### src/rtl/fpu_float_normalize.sv
// fpu_float_normalize: one-bit-per-cycle normalizer feeding the rounding stage.
module fpu_float_normalize #(
  parameter int MANTISSA_WIDTH = 48,
  parameter int EXPONENT_WIDTH = 10
) (
  input  logic                      clk,
  input  logic                      rst,
  input  logic                      in_valid,
  output logic                      in_ready,
  input  logic                      in_sign,
  input  logic [EXPONENT_WIDTH-1:0] in_exponent,
  input  logic [MANTISSA_WIDTH-1:0] in_mantissa,
  output logic                      out_valid,
  input  logic                      out_ready,
  output logic [31:0]               out_number,
  output logic [2:0]                out_guard,
  output logic                      out_overflow,
  output logic                      out_underflow
);
  localparam int W = MANTISSA_WIDTH;
  localparam int E = EXPONENT_WIDTH;
  localparam logic signed [E:0] ONE = (E+1)'(1);
  localparam logic signed [E:0] EMAX = (E+1)'(255);
  typedef enum logic [1:0] {IDLE, SHIFT, PACK, OUT} state_t;
  state_t state;
  logic sign_q, sticky_q;
  logic signed [E:0] exp_q;
  logic [W-1:0] mant_q, mant_r;
  logic mant_zero, do_right, do_left, is_ovf, denorm;
  logic [7:0] exp_field;
  logic [2:0] grs;
  always_comb begin
    mant_r    = mant_q >> 1;
    mant_zero = (mant_q == '0) && !sticky_q;
    do_right  = mant_q[W-1] || (exp_q < ONE);
    do_left   = !mant_q[W-2] && (exp_q > ONE);
    is_ovf    = exp_q >= EMAX;
    denorm    = (exp_q == ONE) && !mant_q[W-2];
    exp_field = denorm ? 8'd0 : exp_q[7:0];
    grs       = {mant_q[W-26], mant_q[W-27], (|mant_q[W-28:0]) | sticky_q};
  end
  always_ff @(posedge clk or posedge rst) begin
    if (rst) begin
      state         <= IDLE;
      in_ready      <= 1'b1;
      out_valid     <= 1'b0;
      out_number    <= '0;
      out_guard     <= '0;
      out_overflow  <= 1'b0;
      out_underflow <= 1'b0;
      sign_q        <= 1'b0;
      sticky_q      <= 1'b0;
      exp_q         <= '0;
      mant_q        <= '0;
    end else begin
      case (state)
        IDLE: if (in_valid) begin
          sign_q   <= in_sign;
          exp_q    <= {in_exponent[E-1], in_exponent};
          mant_q   <= in_mantissa;
          sticky_q <= 1'b0;
          in_ready <= 1'b0;
          state    <= SHIFT;
        end
        SHIFT: if (mant_zero) begin
          exp_q <= '0;
          state <= PACK;
        end else if (do_right) begin
          mant_q   <= mant_r;
          sticky_q <= sticky_q | mant_q[0];
          // a fully drained denormal parks at exponent 1 so right shifts stop
          exp_q    <= (mant_r == '0 && exp_q < ONE) ? ONE : exp_q + ONE;
        end else if (do_left) begin
          mant_q <= mant_q << 1;
          exp_q  <= exp_q - ONE;
        end else begin
          state <= PACK;
        end
        PACK: begin
          out_valid     <= 1'b1;
          out_number    <= is_ovf ? {sign_q, 8'hFF, 23'b0} : {sign_q, exp_field, mant_q[W-3 -: 23]};
          out_guard     <= is_ovf ? 3'b000 : grs;
          out_overflow  <= is_ovf;
          out_underflow <= !is_ovf && (exp_field == 8'd0) && (grs != 3'b000);
          state         <= OUT;
        end
        OUT: if (out_ready) begin
          out_valid <= 1'b0;
          in_ready  <= 1'b1;
          state     <= IDLE;
        end
        default: state <= IDLE;
      endcase
    end
  end
endmodule

### config.mk
export PLATFORM = sky130hd
export DESIGN_NAME = fpu_float_normalize
export DESIGN_NICKNAME = d
export VERILOG_FILES = /design/src/rtl/fpu_float_normalize.sv
export SDC_FILE = /design/constraint.sdc
export NUM_CORES = 1
export LEC_CHECK = 0
export ABC_AREA = 0
export CELL_PAD_IN_SITES_DETAIL_PLACEMENT = 0
export CELL_PAD_IN_SITES_GLOBAL_PLACEMENT = 2
export CORE_UTILIZATION = 26
export CTS_CLUSTER_DIAMETER = 60
export DETAILED_ROUTE_END_ITERATION = 16
export PLACE_DENSITY = 0.69
export SLEW_MARGIN = 20
export SYNTH_ARGS = -nofsm -noshare
export SYNTH_HDL_FRONTEND = slang
export SYNTH_SLANG_ARGS = --single-unit
### constraint.sdc
create_clock -name clk -period 4.35 [get_ports clk]
set_input_delay 0.6525 -clock clk [delete_from_list [all_inputs] [get_ports clk]]
set_output_delay 0.6525 -clock clk [all_outputs]
set_load 0.02 [all_outputs]
After elaboration in Yosys (flattened, before gate mapping)
Cells that the tools add are included.

word-level totals
  bits in registers = 102
  bits in latches = 0
  RAM bits = 0
  ROM bits = 0
  bits of input ports = 63
  logic and storage cells = 84
  memories = 0

cells by class
  $add $sub $neg = 2
  multipliers = 0
  divide/modulo/power cells = 0
  magnitude comparators = 3
  equality and inequality tests = 12
  shift-type cells = 0
  multiplexer cells = 28
  bitwise gates (word level) = 2
  reductions and logical operators = 26

operators by type and width
  cell                   number
  $mux 48                4
  $logic_not 48->1       2
  $pmux 48 s2            1
  $mux 11                5
  $mux 31                1
  $pmux 11 s2            1
  $reduce_or 21->1       1
  $reduce_and 4->1       3
  $add 11x2->11 const B  1
  $eq 11x2->1 const B    1
  $ge 11x9->1 const B    1
  $gt 11x2->1 const B    1
  $lt 11x2->1 const B    1
  $sub 11x2->11 const B  1
  $mux 2                 5
  $ne 3x3->1 const B     3
  $logic_not 8->1        1
  $mux 8                 1
  $ne 2x2->1 const B     4
  $pmux 2 s4             1
  $logic_and 1x1->1      6
  $pmux 1 s2             3
  $reduce_and 3->1       2
  $reduce_bool 2->1      3
  other kinds (11)       20

Longest topological paths before layout
Gate-level depths: netlist (run 1).

  word-level depth = 6
  depth in mapped cells = 13
  gate-level depth less buffers = 9

Worst setup path after synthesis (run 1)
No wires, ideal clock.

  kind = register to register
  from = reg exp_q[5]
  to = reg mant_q[30]
  setup time = 0.123 ns
  data arrival time = 2.382 ns
  required time = 4.227 ns
  setup slack = 1.844 ns
  cell stages (with the launch flop) = 13
  period minus slack after synthesis = 2.506 ns
  cells stage by stage = dfrtp_1 buf_2 or4_4 buf_6 o41a_1 and2_1 buf_6 o21ai_2 nand2b_2 buf_6 buf_6 nand2_1 o21ai_2

between the ends
  longest elaborated chain between the ends = 5
  elaborated cells on any way between the ends = 9

RTL lines
  what                      line  RTL
  start: declaration        27    logic signed [E:0] exp_q;
  start signal: assignment  59    exp_q <= {in_exponent[E-1], in_exponent};
  start signal: assignment  72    exp_q <= (mant_r == '0 && exp_q < ONE) ? ONE : exp_q + ONE;
  start signal: assignment  75    exp_q <= exp_q - ONE;
  $lt 11x2->1               35    do_right = mant_q[W-1] || (exp_q < ONE);
  $logic_or 1x1->1          35
  $mux 48                   68    end else if (do_right) begin
  $mux 48                   65    SHIFT: if (mant_zero) begin
  $pmux 48 s2               56    case (state)
  end signal: assignment    60    mant_q <= in_mantissa;
  end signal: assignment    69    mant_q <= mant_r;
  end signal: assignment    74    mant_q <= mant_q << 1;
  end: declaration          28    logic [W-1:0] mant_q, mant_r;

Several ways; a longest one is shown, not always the timed one. The select of a mux whose other input is x is not followed.
A chain may end at the register's enable or synchronous reset.

Worst setup path after layout (run 1)
  from = reg exp_q[2]
  to = reg mant_q[46]

The elaborated chain is that of the path after synthesis.

==> results of run 1 <==
==> registers in the layout (all words and copies together) (netlist names) <==
signal         count
out_valid          1
exp_q             11
out_overflow       1
out_number        32
in_ready           1
out_guard          3
sticky_q           1
sign_q             1
out_underflow      1
state              2
mant_q            48
==> final timing paths <==
check,to,startpoint
max,mant_q[46]$_DFFE_PP0P_,exp_q[2]$_DFFE_PP0P_
min,out_number[31]$_DFFE_PP0P_,sign_q$_DFFE_PP0P_
max reg2reg,mant_q[46]$_DFFE_PP0P_,exp_q[2]$_DFFE_PP0P_
min reg2reg,out_number[31]$_DFFE_PP0P_,sign_q$_DFFE_PP0P_
max in group asynchronous,in_ready$_DFFE_PP1P_,rst
min in group asynchronous,out_number[13]$_DFFE_PP0P_,rst
==> where the power goes <==
group | switching [W] | internal (W) | leakage [nW]
logic | 0.00190 | 0.00115 | 1.44
registers | 0.000557 | 0.00140 | 1.27
clock network | 0.000404 | 0.000461 | 0.156
==> area by class of cell <==
cell class / count / share of cell area
clock buffer: 9 / 0.0314
clock inverter: 7 / 0.0121
inverter: 39 / 0.0208
multi-input combinational: 524 / 0.379
sequential: 102 / 0.357
tap: 275 / 0.0480
timing repair buffer: 110 / 0.152
==> cell usage after synthesis (4+ instances only) <==
cell	n
nand3_1	50
nor2_1	31
buf_6	7
nor3_1	9
nor4_1	17
ha_1	7
inv_1	39
mux2_2	4
o211ai_1	6
nor2b_1	4
dfrtp_1	101
clkbuf_1	41
a31oi_1	5
a21oi_1	30
o41ai_1	4
o21ai_0	69
nand2_1	177
buf_2	6
o22ai_1	26
nand4_1	5
o21ai_1	39
==> cell families after synthesis <==
group,after synthesis,share of synthesized area
flops,102,0.451
simple gates,312,0.244
mux,6,0.0115
fa+ha+maj,7,0.0155
buf+inv,94,0.0730
compound gates,199,0.205
==> metrics by stage <==
step / std cells / area, um^2
floorplan: 720 / 5660
global placement: 1050 / 6850
detailed placement: 1050 / 6850
CTS: 1066 / 7160
global route: 1066 / 7160
finish: 1066 / 7160
==> layer usage <==
metal  global-route usage  part of all wire  up-vias
met5                    0                 0        -
met4               0.0668             0.024        0
met2                0.237              0.43      140
li1                     -                 -     2636
met1                0.246              0.51     2500
met3               0.0216             0.041       26
==> worst max-delay path: stages, from the launching register on <==
cell and delay [ps]:
dfrtp_1 510, or4_1 720, o31ai_1 360, and2_1 390, o21ai_2 110, nand2b_2 450
buf_12 340, a211oi_2 50, a21o_1 180
==> run summary, run 1 <==
total wire length: 17.9 mm
gr usage total: 0.165
number of gates resized after CTS: 0
crit start category: flop
Die ar.: 22,400 um^2
chip height: 150 um
final-report hold violation count: 0
EDFF count, synth: 0
via count: 5,302
io pins: 102
Multi-input gate area: 2710 um^2
register area: 2550 um^2
Syn Nets: 790
fillers: 2,216
crit path DAT: 3500 ps
clk sink count: 102
Pre-Repair DR Iteration Count: 4
nets: 856
internal reg-to-reg setup slack: 1100 ps
HP Class: reg2reg
synthesis-to-layout area growth: 26.6%
synth top area cells: dfrtp_1 45%, nand2_1 12%, o21ai_0 6.1%
Critical Path End Type: flop
number of distinct standard cells referenced by the synthesized netlist: 49
effective utilization at floorplan: 0.268
max-slew violations: 0
P_leak: 2.86 nW
commonest non-fill, non-tap cell in the layout: nand2_1
drt wl/cell: 16.8 um
fin crit share: 0.748
CTS tree: built
row count: 53
Worst slew margin: 0.257
Reg clk slew, reported paths: 80 ps
Critical Path RT: 4590 ps
Cell Pwr Density: 820 nW/um^2
Post CTS Setup Buffer Count: 0
first-pass GRT wire length: 28.3 mm
Power, Total: 0.00587 W
final core utilization: 0.339
Vias/cell: 4.97
synthesized instance count: 720
hold depth: 1
DIE WIDTH: 150 um
Antenna diodes: 0
Final Critical Period: 3250 ps
status: finished clean
worst slack, placed: 1130 ps
synth warn: 0
most frequent cells in the layout: 177 x nand2_1, 101 x dfrtp_1, 101 x clkdlybuf4s50_1
drt first-iter violations: 293
clk buf depth: 2
Final WS setup: 1100 ps
largest net degree at the start of global routing: 76
Max VDD drop: 0.354 mV
fraction of layout cells with a size suffix above 1: 0.0544
DRC violations left: 0
final setup vio count: 0
Reg2Reg Depth: 8
dominant cell type by area after synthesis: dfrtp_1
Async SR Flop Fraction: 1.00
vias in the first global route: 4,990
Seq cells post-synth: 102
antenna violations before repair: 0
fmax: 0.307 GHz
Seq/Total Area, Yosys: 0.451
Final ANT Viol Nets: 0
Root Driver: clkbuf_16
critical path class: reg2reg
cts hold-fix bufs: 0
worst-path maximum fanout: 66
Synth Cell Area: 5660 um^2
DPL Wire Length: 12.5 mm
top_reg_cell synth: dfrtp_1
Synth top area share: 0.447
RSZ-0062 raised after global routing: no
gpl congestion: 0.860
Worst-Margin Slew: 1100 ps
CTS Buf Count: 9
IO Port Bufs: 101
maxcap violations: 0
final worst clock skew: 11.7 ps
htree depth: 3
WHS: 499 ps
Setup TNS Final: 0 ps
Core Region: 21,200 um^2
syn_area_per_cell: 7.86 um^2
worst skew pair latency: 360 ps
grt ovf: 0
Power figures use the tool's default switching activity.
==> run 2, diff against run 1 <==
==> constraint.sdc (replaced) <==
create_clock -name clk -period 3.1 [get_ports clk]
set_input_delay 0.465 -clock clk [delete_from_list [all_inputs] [get_ports clk]]
set_output_delay 0.465 -clock clk [all_outputs]
set_load 0.02 [all_outputs]
==> run 2 against run 1 <==
Utilization grew 1.0 points. Die area did not move. Hold slack better by 14 ps. Critical path depth decreased by 1.
==> run summary, run 2 (same netlist as run 1, synthesis figures left out) <==
status: finished clean
HP Class: reg2reg
htree depth: 3
Antenna diodes: 0
crit-path cells: or4_4, o41a_2, buf_4, nand4_1, o41ai_1, o31ai_1, nand3_1
final worst clock skew: 13.5 ps
synthesis-to-layout area growth: 30.3%
first-pass GRT wire length: 29.5 mm
DIE WIDTH: 150 um
Pre-Repair DR Iteration Count: 4
fmax: 0.351 GHz
row count: 53
drt wl/cell: 16.9 um
worst skew pair latency: 350 ps
gr usage total: 0.171
Critical Path RT: 3320 ps
RSZ-0062 raised after global routing: no
chip height: 150 um
vias in the first global route: 5,202
Post CTS Setup Buffer Count: 0
largest net degree at the start of global routing: 70
Cell Pwr Density: 1160 nW/um^2
Die ar.: 22,400 um^2
Largest regs: mant_q: 48 flops, out_number: 32 flops, exp_q: 11 flops
Root Driver: clkbuf_16
Critical Path End Type: flop
CP peak stage delay: 640 ps
total wire length: 18.3 mm
Setup TNS Final: 0 ps
Final Critical Period: 2850 ps
DRC violations left: 0
via count: 5,291
max reg flops: 48
DPL Wire Length: 13.1 mm
drt first-iter violations: 362
grt ovf: 0
cts hold-fix bufs: 0
placed cell count: 1,070
nets: 876
slowest CP cell: or4_4
CTS tree: built
IO Port Bufs: 101
commonest non-fill, non-tap cell in the layout: nand2_1
Vias/cell: 4.87
final-report hold violation count: 0
clk sink count: 102
Reg clk slew, reported paths: 80 ps
effective utilization at floorplan: 0.268
post-route non-filler standard cell count: 1,086
Worst-Margin Slew: 726 ps
critical path class: reg2reg
P_leak: 2.98 nW
Final ANT Viol Nets: 0
final setup vio count: 0
Reg with most FFs: mant_q
CTS Buf Count: 9
Core Region: 21,200 um^2
max-slew violations: 0
Worst slew margin: 0.515
antenna violations before repair: 0
gpl congestion: 0.868
worst-path maximum fanout: 22
crit path DAT: 3070 ps
Max VDD drop: 0.292 mV
most frequent cells in the layout: 177 x nand2_1, 101 x dfrtp_1, 101 x clkdlybuf4s50_1
crit start category: flop
clk buf depth: 2
fillers: 2,203
maxcap violations: 0
fin crit share: 0.919
fraction of layout cells with a size suffix above 1: 0.0789
io pins: 102
-- run 2: power by group --
part / leakage [nW] / total (W) / switching [W] / internal, W
Sequential: 1.27 / 0.00266 / 0.000699 / 0.00196
Combinational: 1.56 / 0.00464 / 0.00281 / 0.00183
Clock: 0.157 / 0.00122 / 0.000571 / 0.000649
Total: 2.98 / 0.00852 / 0.00408 / 0.00444
-- run 2: path summary, 6_finish.rpt --
path                                          start                         end  slack (ps)  depth (start not counted)
max                            exp_q[5]$_DFFE_PP0P_        exp_q[3]$_DFFE_PP0P_         250                          7
min in group asynchronous                       rst  out_number[10]$_DFFE_PP0P_         570                          2
max in group asynchronous                       rst      mant_q[23]$_DFFE_PP0P_        1850                          3
min                        out_overflow$_DFFE_PP0P_    out_overflow$_DFFE_PP0P_         510                          1
min reg2reg                out_overflow$_DFFE_PP0P_    out_overflow$_DFFE_PP0P_         510                          1
max reg2reg                    exp_q[5]$_DFFE_PP0P_        exp_q[3]$_DFFE_PP0P_         250                          7
-- run 2: metal layers --
metal / vias up / track usage / wire, um
li1: 2671 / - / -
met1: 2476 / 0.262 / 9420
met2: 128 / 0.241 / 7930
met3: 16 / 0.0235 / 694
met4: 0 / 0.0556 / 288
met5: - / 0 / 0
-- run 2: per-stage QoR --
step                setup slack [ps]  utilization  area, um^2  hold slack [ps]  total power (W)
finish                           252        0.349        7370              513          0.00852
global route                    15.5        0.349        7370              544          0.00930
CTS                             86.8        0.348        7370              516          0.00860
detailed placement               100        0.333        7050              499          0.00735
global placement                86.6        0.333        7050              481          0.00730
floorplan                        594            -        5660              474          0.00568
-- run 2: repair_timing --
action                                  in CTS  in global routing
endpoints found under the setup margin       0                 15
gates resized for setup                      0                  1
endpoints found under the hold margin        0                  0
-- run 2: worst max-delay path: cells and delay by family, from the launching register on --
kind,cells,cell delay [ps]
and+or+nand+nor,3,1000
DFF,1,500
buffers and inverters,1,230
AOI/OAI and AO/OA,3,980
-- run 2: layout make-up --
cell class	count	area [um^2]	share of cell area
tap	275	344	0.0467
clock inverter	7	91.3	0.0124
multi-input combinational	524	2720	0.369
sequential	102	2550	0.346
timing repair buffer	130	1290	0.175
inverter	39	150	0.0204
clock buffer	9	225	0.0305
==> run 3, diff against run 2 <==
--- a/config.mk
+++ b/config.mk
@@ -12,6 +12,7 @@
 export CTS_CLUSTER_DIAMETER = 60
 export DETAILED_ROUTE_END_ITERATION = 16
 export PLACE_DENSITY = 0.69
+export SETUP_SLACK_MARGIN = 0.02
 export SLEW_MARGIN = 20
 export SYNTH_ARGS = -nofsm -noshare
 export SYNTH_HDL_FRONTEND = slang
==> run 3 against run 2 <==
Clock power barely moved. Register-to-register slack about the same. Critical path depth stayed put. Non-clock buffer count stayed put. Critical endpoint unchanged.
==> run summary, run 3 (same netlist as run 1, synthesis figures left out) <==
max reg flops: 48
Reg clk slew, reported paths: 80 ps
design area: 7380 um^2
crit start category: flop
CP endpoint: exp_q[3]$_DFFE_PP0P_
gpl congestion: 0.868
drt first-iter violations: 353
Critical Path End Type: flop
largest net degree at the start of global routing: 70
CP peak stage delay: 640 ps
slowest CP cell: or4_4
Worst-Margin Slew: 728 ps
Max VDD drop: 0.295 mV
commonest non-fill, non-tap cell in the layout: nand2_1
final worst clock skew: 13.8 ps
Root Driver: clkbuf_16
worst reg2reg startpoint: exp_q[5]$_DFFE_PP0P_
clk buf depth: 2
fmax: 0.351 GHz
Top delay family on crit path: simple AND/OR/NAND/NOR gates
Area after DPL: 7050 um^2
Reg2Reg Depth: 7
drt wl/cell: 16.9 um
post-route non-filler standard cell count: 1,086
Final Critical Period: 2850 ps
via count: 5,287
HP Class: reg2reg
busiest grt layer: met1
io pins: 102
Final ANT Viol Nets: 0
RSZ-0062 raised after global routing: no
chip height: 150 um
met2 Use GR: 0.241
Antenna diodes: 0
maxcap violations: 0
DRC violations left: 0
IO Port Bufs: 101
Cell Pwr Density: 1150 nW/um^2
RR Endpoint: exp_q[3]$_DFFE_PP0P_
gr usage total: 0.171
antenna violations before repair: 0
Worst slew margin: 0.514
status: finished clean
Post CTS Setup Buffer Count: 0
Largest regs: mant_q: 48 flops, out_number: 32 flops, exp_q: 11 flops
htree depth: 3
Crit. path cell count: 7
P_leak: 2.98 nW
total wire length: 18.3 mm
Multi-input gate area: 2730 um^2
nets: 876
worst skew pair latency: 360 ps
critical path class: reg2reg
max-slew violations: 0
number of gates resized after CTS: 0
internal reg-to-reg setup slack: 250 ps
met3 Track Usage GR: 0.0235
row count: 53
crit-path cells: or4_4, o41a_2, buf_4, nand4_1, o41ai_1, o31ai_1, nand3_1
CTS tree: built
Critical Path RT: 3320 ps
vias in the first global route: 5,202
Setup crit start: exp_q[5]$_DFFE_PP0P_
clk sink count: 102
final setup vio count: 0
placed cell count: 1,070
worst-path maximum fanout: 22
crit path DAT: 3070 ps
grt ovf: 0
effective utilization at floorplan: 0.268
fraction of layout cells with a size suffix above 1: 0.0801
Worst Path Buf+Inv: 1
Reg with most FFs: mant_q
fin crit share: 0.919
most frequent cells in the layout: 177 x nand2_1, 101 x dfrtp_1, 101 x clkdlybuf4s50_1
Die ar.: 22,400 um^2
DIE WIDTH: 150 um
final-report hold violation count: 0
Core Region: 21,200 um^2
CTS Buf Count: 9
cts hold-fix bufs: 0
met1 Use GR: 0.262
Vias/cell: 4.87
synthesis-to-layout area growth: 30.4%
first-pass GRT wire length: 29.5 mm
register area: 2550 um^2
Power, Total: 0.00852 W
Pre-Repair DR Iteration Count: 4
Setup TNS Final: 0 ps
DPL Wire Length: 13.1 mm
fillers: 2,204
-- run 3: power breakdown --
| group | internal, W | switching, W | total [W] |
|---|---|---|---|
| combinational | 0.00183 | 0.00281 | 0.00464 |
| sequential | 0.00196 | 0.000696 | 0.00266 |
| clock | 0.000649 | 0.000569 | 0.00122 |
| total | 0.00444 | 0.00407 | 0.00852 |
-- run 3: layout make-up --
cell class	count	share of cell area
multi-input cells	524	0.369
flip-flops and latches	102	0.346
repair buffers	130	0.175
well taps	275	0.0466
clock buffers	9	0.0305
inverters	39	0.0203
clock inverters	7	0.0124
-- run 3: per-layer routing --
layer,routed length [um],share of wire
met1,9420,0.51
met4,291,0.016
met2,7890,0.43
met5,0,0
met3,711,0.039
-- run 3: per-stage QoR --
stage	setup WS (ps)	hold WS, ps	util
finish	252	512	0.349
global placement	86.6	481	0.333
global route	74.5	544	0.349
CTS	86.8	516	0.348
floorplan	594	474	-
detailed placement	100	499	0.333
-- run 3: worst reg2reg max path, stage by stage, from the launching register on --
cell	delay, ps
dfrtp_1	500
or4_4	640
o41a_2	480
buf_4	230
nand4_1	260
o41ai_1	130
o31ai_1	370
nand3_1	120
-- run 3: worst min-delay path by stage --
stage	slack (ps)	endpoint	depth (start not counted)	start
2_1_floorplan	470	sign_q$_DFFE_PP0P_	1	sign_q$_DFFE_PP0P_
3_3_place_gp	480	out_number[31]$_DFFE_PP0P_	1	sign_q$_DFFE_PP0P_
3_5_place_dp	500	sign_q$_DFFE_PP0P_	1	sign_q$_DFFE_PP0P_
4_1_cts	520	sign_q$_DFFE_PP0P_	1	sign_q$_DFFE_PP0P_
5_1_grt	540	out_number[31]$_DFFE_PP0P_	1	sign_q$_DFFE_PP0P_
6_report	510	out_overflow$_DFFE_PP0P_	1	out_overflow$_DFFE_PP0P_
